`config.mk`:
```
export PLATFORM = sky130hd
export DESIGN_NAME = bht_sat_table
export DESIGN_NICKNAME = d
export VERILOG_FILES = /design/src/rtl/bht_sat_table.sv
export SDC_FILE = /design/constraint.sdc
export NUM_CORES = 1
export LEC_CHECK = 0
export BUFFER_PORTS_ARGS = -buffer_cell sky130_fd_sc_hd__buf_2
export CAP_MARGIN = 20
export CORE_MARGIN = 10
export CORE_UTILIZATION = 66
export DETAILED_ROUTE_END_ITERATION = 10
export PLACE_DENSITY = 0.84
export SYNTH_ARGS = -nofsm -noshare
export SYNTH_HDL_FRONTEND = slang
export SYNTH_SLANG_ARGS = --single-unit
```
`constraint.sdc`:
```
create_clock -name clk -period 7.5 [get_ports clk]
set_input_delay 0 -clock clk [delete_from_list [all_inputs] [get_ports clk]]
set_output_delay 0 -clock clk [all_outputs]
set_load 0.005 [all_outputs]
```
`src/rtl/bht_sat_table.sv`:
```
// Saturating-counter branch history table, swept to weakly-not-taken after reset/flush; lookup latency 1 cycle.
// Backpressure: ready is low for the DEPTH-cycle sweep and requests are dropped then; in RUN every cycle is accepted.
module bht_sat_table #(
  parameter int CNT_W = 2,
  parameter int DEPTH = 64,
  parameter int IDX_W = $clog2(DEPTH)
) (
  input  logic             clk,
  input  logic             reset,
  input  logic             flush,
  output logic             ready,
  input  logic             lookup_valid,
  input  logic [IDX_W-1:0] lookup_idx,
  output logic             pred_valid,
  output logic             pred_taken,
  output logic [CNT_W-1:0] pred_count,
  input  logic             update_valid,
  input  logic [IDX_W-1:0] update_idx,
  input  logic             update_taken
);

  localparam logic [CNT_W-1:0] MAX = {CNT_W{1'b1}};
  localparam logic [CNT_W-1:0] WNT = MAX >> 1;

  typedef enum logic {INIT, RUN} state_t;

  state_t           state;
  logic [IDX_W-1:0] ptr;
  logic [CNT_W-1:0] mem [DEPTH];

  logic [CNT_W-1:0] upd_cur;
  logic [CNT_W-1:0] upd_nxt;
  logic             upd_en;
  logic [CNT_W-1:0] lk_val;
  logic             we;
  logic [IDX_W-1:0] waddr;
  logic [CNT_W-1:0] wdata;

  assign ready   = (state == RUN);
  assign upd_cur = mem[update_idx];
  // A flush in the same cycle discards the update.
  assign upd_en  = ready && update_valid && !flush;

  always_comb begin
    upd_nxt = upd_cur;
    if (update_taken) begin
      if (upd_cur != MAX) upd_nxt = upd_cur + CNT_W'(1);
    end else begin
      if (upd_cur != '0) upd_nxt = upd_cur - CNT_W'(1);
    end
  end

  // Same-index lookup sees the value being written this cycle.
  assign lk_val = (upd_en && (update_idx == lookup_idx)) ? upd_nxt : mem[lookup_idx];

  always_comb begin
    we    = 1'b0;
    waddr = ptr;
    wdata = WNT;
    if (state == INIT) begin
      we = 1'b1;
    end else if (upd_en) begin
      we    = 1'b1;
      waddr = update_idx;
      wdata = upd_nxt;
    end
  end

  always_ff @(posedge clk) begin
    if (we) mem[waddr] <= wdata;
  end

  always_ff @(posedge clk or posedge reset) begin
    if (reset) begin
      state      <= INIT;
      ptr        <= '0;
      pred_valid <= 1'b0;
      pred_taken <= 1'b0;
      pred_count <= '0;
    end else if (state == INIT) begin
      pred_valid <= 1'b0;
      if (flush) begin
        ptr <= '0;
      end else if (ptr == IDX_W'(DEPTH - 1)) begin
        state <= RUN;
        ptr   <= '0;
      end else begin
        ptr <= ptr + IDX_W'(1);
      end
    end else begin
      pred_valid <= lookup_valid;
      if (lookup_valid) begin
        pred_count <= lk_val;
        pred_taken <= lk_val[CNT_W-1];
      end
      if (flush) begin
        state <= INIT;
        ptr   <= '0;
      end
    end
  end

endmodule

```
; Yosys cells after proc, flatten, opt, wreduce, memory -nomap -nowiden
; Memory sizes are Yosys's and may differ from the RTL's.
; Index checks and enable logic that the tools add are counted.
[word_totals]
reg_bits = 11
mem_bits_rw = 128
inputBits = 18
output_inout_bits = 5
elab_cells = 40
memories = 1
[op_classes]
n_addsub = 3
n_eq_ne = 4
mux = 21
reduce_logical = 6
[mem_list]
columns = name, words, width, read_ports, rd_clocked_by_memory_dff, wr, line_no
row1 = mem, 64, 2, 2, 0, 1, 29  ; logic [CNT_W-1:0] mem [DEPTH];
[op_table]
columns = operator, count
row1 = 2-to-1 mux 6 bit, 6
row2 = 2-to-1 mux 2 bit, 6
row3 = 2-to-1 mux 1 bit, 9
row4 = adder 6 x 1 -> 6 bit (second input constant), 1
row5 = equality test 6 bit, 1
row6 = equality test 6 bit (second input constant), 1
row7 = inequality test 2 bit (second input constant), 2
row8 = logical AND 1 bit, 3
row9 = adder 2 x 1 -> 2 bit (second input constant), 1
row10 = AND reduction 2 bit, 1
row11 = nonzero test 2 bit, 1
row12 = subtractor 2 x 1 -> 2 bit (second input constant), 1
row13 = logical NOT 1 bit, 1

; Logic depth before layout (Yosys ltp)
; Gate-level depths: netlist of the first run.
[logic_depth]
depth_word = 6
depth_mapped = 9
mapped_depth_nobuf = 6

; Worst setup path before layout of the first run
; No wires, ideal clock.
[synth_timing]
path_kind = input-to-reg
from = input port update_idx[2]
to = memory mem[0][1] (data pin)
setup_time_ns = 0.499
t_arrival_ns = 3.076
t_required_ns = 7.001
slack_ns = 3.925
stages = 9
path_buffers = 3
cell_sequence = buf_2 > buf_2 > buf_1 > nor2b_1 > a22oi_1 > a31oi_1 > a211oi_1 > maj3_1 > nor2_1
[synth_between]
elab_chain_cells = 6
elab_cells_between_ends = 10
cone_classes = 2 x add/sub / 1 x eq/ne / 5 x mux / 1 x reduce/logical / 1 x memory
[synth_lines]
columns = item, line_no
row1 = start: declaration, 18  ; input logic [IDX_W-1:0] update_idx,
row2 = memory (64 x 2 bit) *, -
row3 = subtractor 2 x 1 -> 2 bit (tied with other cells), 49  ; if (upd_cur != '0) upd_nxt = upd_cur - CNT_W'(1);
row4 = 2-to-1 mux 2 bit (on tied branches), "49, 47"
row5 = 2-to-1 mux 2 bit *, 46  ; if (update_taken) begin
row6 = 2-to-1 mux 2 bit *, 62  ; end else if (upd_en) begin
row7 = 2-to-1 mux 2 bit *, 60  ; if (state == INIT) begin
row8 = named net wdata[1], 37  ; logic [CNT_W-1:0] wdata;
row9 = end: declaration, 29
; The timed path passes the listed nets; every way through them passes the cells marked *.

==> out/qor.txt, run 1 <==
Status = complete, no violations
Synth cell types = 46
Largest net degree at the start of global routing = 41
Measured slew at the worst slew-check pin = 986 ps
Hold Vio Cnt, Final = 0
Mapped Area = 7070 µm²
Sequential-to-total area share from yosys stat = 57.9%
CP top delay family = multiplexers
Starting density of the core = 68.2%
Endpoints failing setup = 0
Max cap viols = 0
Async set-reset flop share out of synthesis = 7.25%
Minimum clock period after layout = 3660 ps
Fmax achieved = 273 MHz
Gr ovfl total = 0
Worst-Skew Late Latency = 530 ps
XOR/XNOR Fraction of Synth Area = 0.991%
Dpl cell area = 7250 µm²
Crit path arrival time = 3900 ps
Antenna diode instance count = 0
Die extent in x = 124 µm
Bufs and invs on worst path = 1
Multi-input gate area = 2810 µm²
First-pass iteration count of the detailed router = 5
I/O Pins = 23
First-pass GRT wire length = 27,900 µm
Adder-Cell Fraction of Synth Area = 0.318%
Vias per Instance = 7.32
Worst vdd ir = 0.000262 V
Pre-CTS WS = 3520 ps
Fill cell count = 609
Cts bufs inserted = 17
Post-synth EDFFs = 128
Slew margin rel. = 34.1%
Post-synthesis mux area share = 25.0%
Vias in the first global route = 4,700
Placer Congestion = 0.881
Lkg Pwr = 0.00281 µW
CP endpoint kind = flip-flop
Yosys warns = 0
Share of cells above drive strength 1 = 27.1%
Hold crit path type = in -> reg
CTS tree = built
Via count = 4,583
P_int = 1350 µW
Height of the die = 124 µm
Sequential cell area = 4090 µm²
Commonest non-fill, non-tap cell in the layout = edfxtp_1
Area added between synthesis and finish = 10.9%
Gate Count Post-Synth = 460
WL/cell = 29.4 µm
DR iter-0 viols = 872
Post-route ant nets = 0
Clock root cell = clkbuf_8
Final setup margin = 3840 ps
RSZ-0062 raised after global routing = false
PD cells = 222 nW/µm²
Nets = 497
Sinks on Clock Net = 138
Htree depth = 4
DRC Markers = 0
Crit Path Max Fanout = 34
Setup crit start kind = flip-flop
Clk pin slew, worst setup/hold paths = 60 ps
Max Slew Vio Count = 0
Post-Synth Simple-Gate Area = 9.54%
Clock network power share = 44.9%
Flop pwr share = 48.2%
Cell Chain, Critical Path = mux4_2 -> mux4_2 -> mux2_2 -> a211o_1 -> o21ai_1 -> nand2_1 -> buf_4
Setup TNS = 0 ps
Crit-path most repeated cell = mux4_2
Max clock buf depth = 2
Core area = 10,400 µm²
DP HPWL = 11,500 µm
Comb pwr share = 6.9%
Synth Area in Compound Gates = 3.77%
Sw Share = 22.4%
Initial antenna violation count = 0
Die area = 15,300 µm²
Synthesized area per cell = 15.4 µm²
Largest family of logic cells by synthesized area = multiplexers
CP max-delay cell = nand2_1
Routed WL = 18,400 µm
Commonest non-fill, non-tap cells in the layout = edfxtp_1, nor2_1, mux4_2
Final instance area = 7840 µm²
Clk_skew = 9.33 ps
CP Class = reg -> reg
Gr usage total = 25.2%
Top FF cell, synth = edfxtp_1
CP required = 7740 ps
FP Rows = 37
DP Cell Count = 590
Seq cells post-synth = 138
Psw = 391 µW
Post-Syn Nets = 479
Final Cycle Share = 48.8%
Final Non-Filler Cells = 626
Delay of the slowest cell on the worst path = 600 ps
Buffers added on ports = 22
## through the flow
step           util, %  total power [µW]  hold slack [ps]
2_1_floorplan        -               938             -160
3_5_place_dp      69.9               970            -10.1
3_3_place_gp      69.7               967            -23.0
4_1_cts           75.6              1740             89.6
6_report          75.6              1740              113
5_1_grt           75.6              1780              164
## registers in the layout (all words and copies together) (netlist names)
signal,flops
mem,128
ptr,6
pred_count,1
pred_taken,1
pred_valid,1
ready,1
## synth_stat cells (4+ instances only)
master | instances | share of area [%]
o22ai_1 | 5 | 0.44
o21ai_0 | 7 | 0.50
buf_2 | 5 | 0.35
nor2b_1 | 5 | 0.44
nand3b_1 | 5 | 0.53
buf_4 | 4 | 0.42
nand3_1 | 8 | 0.57
dfrtp_1 | 10 | 3.5
nand2b_1 | 8 | 0.71
a21oi_1 | 6 | 0.42
mux2i_1 | 8 | 1.1
a22oi_1 | 4 | 0.42
nand2_1 | 30 | 1.6
edfxtp_1 | 128 | 54
mux4_2 | 74 | 24
nor2_1 | 79 | 4.2
buf_1 | 5 | 0.27
inv_1 | 5 | 0.27
xnor2_1 | 5 | 0.62
clkbuf_1 | 16 | 0.85
## worst reg2reg max path, cell delays in order (launching register included)
cell      delay, ps
edfxtp_1        410
mux4_2          490
mux4_2          530
mux2_2          300
a211o_1         330
o21ai_1         190
nand2_1         600
buf_4           520
## power by group through the flow
stage | Sequential, µW | Clock (µW) | Combinational, µW
CTS | 840 | 778 | 119
floorplan | 853 | 0 | 85.2
detailed placement | 855 | 0 | 115
global route | 840 | 812 | 127
finish | 840 | 781 | 121
global placement | 854 | 0 | 113
## final timing paths
path | startpoint | to | slack [ps] | depth (start not counted)
min in group asynchronous | reset | ptr[1] | 580 | 4
max in group asynchronous | reset | ready | 6640 | 4
worst max register to register | mem[62][1] | mem[45][0] | 3840 | 7
worst min-delay path | lookup_idx[4] | pred_count[0] | 110 | 3
worst max-delay path | mem[62][1] | mem[45][0] | 3840 | 7
worst min register to register | pred_count[0] | pred_count[0] | 610 | 2
## area by class of cell
class / count / area share, %
clock buffer: 18 / 5.33
clock inverter: 13 / 1.63
inverter: 5 / 0.239
multi-input combinational: 285 / 35.8
sequential: 138 / 52.2
tap: 136 / 2.17
timing repair buffer: 31 / 2.58
## per-layer routing
metal | part of all wire, % | track usage [%] | routed length, µm | up-vias
li1 | - | - | - | 1867
met2 | 50 | 40.9 | 9220 | 379
met3 | 12 | 8.25 | 2250 | 68
met5 | 0 | 0 | 0 | -
met1 | 34 | 30.9 | 6190 | 2269
met4 | 4.0 | 10.2 | 740 | 0
## repair_timing
item,CTS,global route
resized for setup,0,0
hold buffers,5,0
endpoints found under the hold margin,20,0
setup buffers,0,0
## kinds of logic (layout without fill, tap and decap cells)
family                   after synthesis  after routing
multiplexers                          84             84
AO/OA/AOI/OAI                         41             41
AND/OR/NAND/NOR                      150            150
flip-flops                           138            138
buffers and inverters                 37             67
XOR/XNOR                               8              8
adder cells (fa/ha/maj)                2              2
Note: power is estimated with default switching activity, not from simulation.
==> run 2, diff against run 1 <==
--- a/config.mk
+++ b/config.mk
@@ -8,9 +8,9 @@
 export BUFFER_PORTS_ARGS = -buffer_cell sky130_fd_sc_hd__buf_2
 export CAP_MARGIN = 20
 export CORE_MARGIN = 10
-export CORE_UTILIZATION = 66
+export CORE_UTILIZATION = 56
 export DETAILED_ROUTE_END_ITERATION = 10
-export PLACE_DENSITY = 0.84
+export PLACE_DENSITY = 0.76
 export SYNTH_ARGS = -nofsm -noshare
 export SYNTH_HDL_FRONTEND = slang
 export SYNTH_SLANG_ARGS = --single-unit
==> constraint.sdc (replaced) <==
create_clock -name clk -period 3.3 [get_ports clk]
set_input_delay 0 -clock clk [delete_from_list [all_inputs] [get_ports clk]]
set_output_delay 0 -clock clk [all_outputs]
set_load 0.005 [all_outputs]
==> run 2 against run 1 <==
Net effect:
- core utilization down 9.7 points
- combinational power up 140%
- first-iteration DRC count down 16%
- maximum frequency up 26%
- setup slack worse by 3500 ps
- final cell count up 7.7%
- sequential power up 130%
- sequential share of layout area down 1.3 points
- global-route usage down 4.9 points
- clock power up 130%
- register-to-register slack worse by 3500 ps
- critical path type unchanged
- largest cell class unchanged
==> out/qor.txt, run 2 (synthesis gave the netlist of run 1 again) <==
Status = complete, no violations
PD cells = 494 nW/µm² (+120%)
DR iter-0 viols = 731 (-16%)
Largest net degree at the start of global routing = 41 (unchanged)
Reg2reg path depth = 7 (unchanged)
RSZ-0062 raised after global routing = false
Max clock buf depth = 2 (unchanged)
Comb pwr share = 7.4% (+0.5 points)
Flop pwr share = 47.9% (-0.3 points)
Multi-input gate area = 2810 µm² (unchanged)
Measured slew at the worst slew-check pin = 709 ps (-277 ps)
Minimum clock period after layout = 2910 ps (-749 ps)
Setup TNS = 0 ps (unchanged)
Via count = 4,545 (-0.83%)
Crit path arrival time = 3050 ps (-850 ps)
Final Cycle Share = 88.3% (+39 points)
WL/cell = 26.0 µm (-11%)
Buffers added on ports = 22 (unchanged)
Clk pin slew, worst setup/hold paths = 60 ps (about the same)
Final setup margin = 386 ps (-3450 ps)
Placer Congestion = 0.917 (+4.1%)
Initial antenna violation count = 0 (unchanged)
Endpoints failing setup = 0 (unchanged)
Hold crit path type = in -> async
Clock network power share = 44.7% (-0.2 points)
Worst-Skew Late Latency = 430 ps (-100 ps)
Sw Share = 23.0% (+0.61 points)
Commonest non-fill, non-tap cells in the layout = edfxtp_1, nor2_1, mux4_2
Post-route ant nets = 0 (unchanged)
Fmax achieved = 343 MHz (+26%)
Die extent in x = 132 µm (+7.2%)
Worst vdd ir = 0.000424 V (+61%)
Core area = 12,200 µm² (+18%)
Reg2Reg Setup Slack = 390 ps (-3450 ps)
Clk_skew = 8.62 ps (-0.709 ps)
Die area = 17,500 µm² (+15%)
First-pass GRT wire length = 26,900 µm (-3.7%)
Height of the die = 132 µm (+7.2%)
CP endpoint kind = flip-flop
Final Non-Filler Cells = 674 (+7.7%)
Largest register FFs = 128 (unchanged)
Gr ovfl total = 0 (unchanged)
Post-CTS Setup Bufs = 0 (unchanged)
First-pass iteration count of the detailed router = 5 (unchanged)
# resized after CTS = 0 (unchanged)
Hold Vio Cnt, Final = 0 (unchanged)
I/O Pins = 23 (unchanged)
Max Slew Vio Count = 0 (unchanged)
Crit Path Max Fanout = 40 (+18%)
Nets = 512 (+3.0%)
Starting density of the core = 57.9% (-10 points)
Slew margin rel. = 52.7% (+19 points)
DP Cell Count = 638 (+8.1%)
Share of cells above drive strength 1 = 30.0% (+2.9 points)
Area added between synthesis and finish = 13.8%
FP Rows = 40 (+8.1%)
Pre-CTS WS = 218 ps (-3300 ps)
DRC Markers = 0 (unchanged)
P_int = 3060 µW (+130%)
RR Endpoint = mem[21][0]
Routed WL = 17,600 µm (-4.6%)
CP Class = reg -> reg
Max cap viols = 0 (unchanged)
Gr usage total = 20.4% (-4.9 points)
Htree depth = 4 (unchanged)
CTS tree = built
Antenna diode instance count = 0 (unchanged)
Top Registers = mem x128, ptr x6
Lkg Pwr = 0.00289 µW (+3.1%)
Clock root cell = clkbuf_16
Sinks on Clock Net = 138 (unchanged)
Sequential cell area = 4090 µm² (unchanged)
Vias in the first global route = 4,558 (-3.0%)
Fill cell count = 846 (+39%)
Vias per Instance = 6.74 (-7.9%)
Psw = 917 µW (+130%)
DP HPWL = 12,000 µm (+4.3%)
Biggest register = mem
Post-CTS Hold Buffers = 4 (-1)
Commonest non-fill, non-tap cell in the layout = edfxtp_1
Cts bufs inserted = 17 (unchanged)
Setup crit start kind = flip-flop
Worst reg2reg path startpoint = mem[13][1]
CP required = 3430 ps (-4310 ps)
## run 2: changes by cell type in the layout (fill, tap and decap cells not counted), moves of 2 or more
cell        before  now
inv_6            1    3
clkinvlp_4       2    4
buf_12           1    5
clkinv_1         3    0
buf_4            3   15
## run 2: final cells by class
cell class / count / area share (%)
clock buffers: 19 / 5.38
clock inverters: 13 / 1.48
inverters: 5 / 0.233
multi-input cells: 285 / 34.9
flip-flops and latches: 138 / 50.9
well taps: 168 / 2.61
repair buffers: 46 / 4.51
## run 2: power groups by stage
stage / sequential, µW / combinational [µW] / clock (µW)
finish: 1910 / 293 / 1780
global placement: 1940 / 280 / 0
floorplan: 1940 / 194 / 0
global route: 1910 / 310 / 1870
CTS: 1910 / 290 / 1790
detailed placement: 1940 / 284 / 0
## run 2: through the flow
step                      util [%]  total power, µW  instance area [µm²]  hold slack, ps
final                         65.9             3980                 8050            93.1
after global routing          65.9             4090                 8050             138
after CTS                     65.9             3980                 8050            91.2
after detailed placement      61.1             2230                 7460           -11.8
after global placement        60.9             2220                 7440           -19.3
after floorplan                  -             2130                 7070            -160
## run 2: how the worst max path moves through the flow
stage / start / to / slack, ps / depth (start not counted)
after CTS: mem[13][1] / mem[50][0] / 390 / 7
final: mem[13][1] / mem[21][0] / 390 / 7
after global placement: update_idx[0] / mem[49][1] / 210 / 9
after global routing: mem[13][1] / mem[40][1] / 270 / 7
after detailed placement: update_idx[0] / mem[50][0] / 220 / 9
after floorplan: mem[63][1] / mem[0][0] / 160 / 6
## run 2: metal layers
metal	vias up	wire length (µm)	global-route usage [%]	part of all wire [%]
met4	0	622	9.47	3.5
met5	-	0	0	0
met2	306	8350	30.9	48
met1	2289	6570	25.6	37
met3	47	2010	7.28	11
li1	1903	-	-	-
## run 2: critical path, cell delays in order (launching register included)
cell	delay, ps
edfxtp_1	420
mux4_2	500
mux4_2	490
mux2_2	290
a211o_1	330
o21ai_1	200
nand2_1	100
buf_4	260
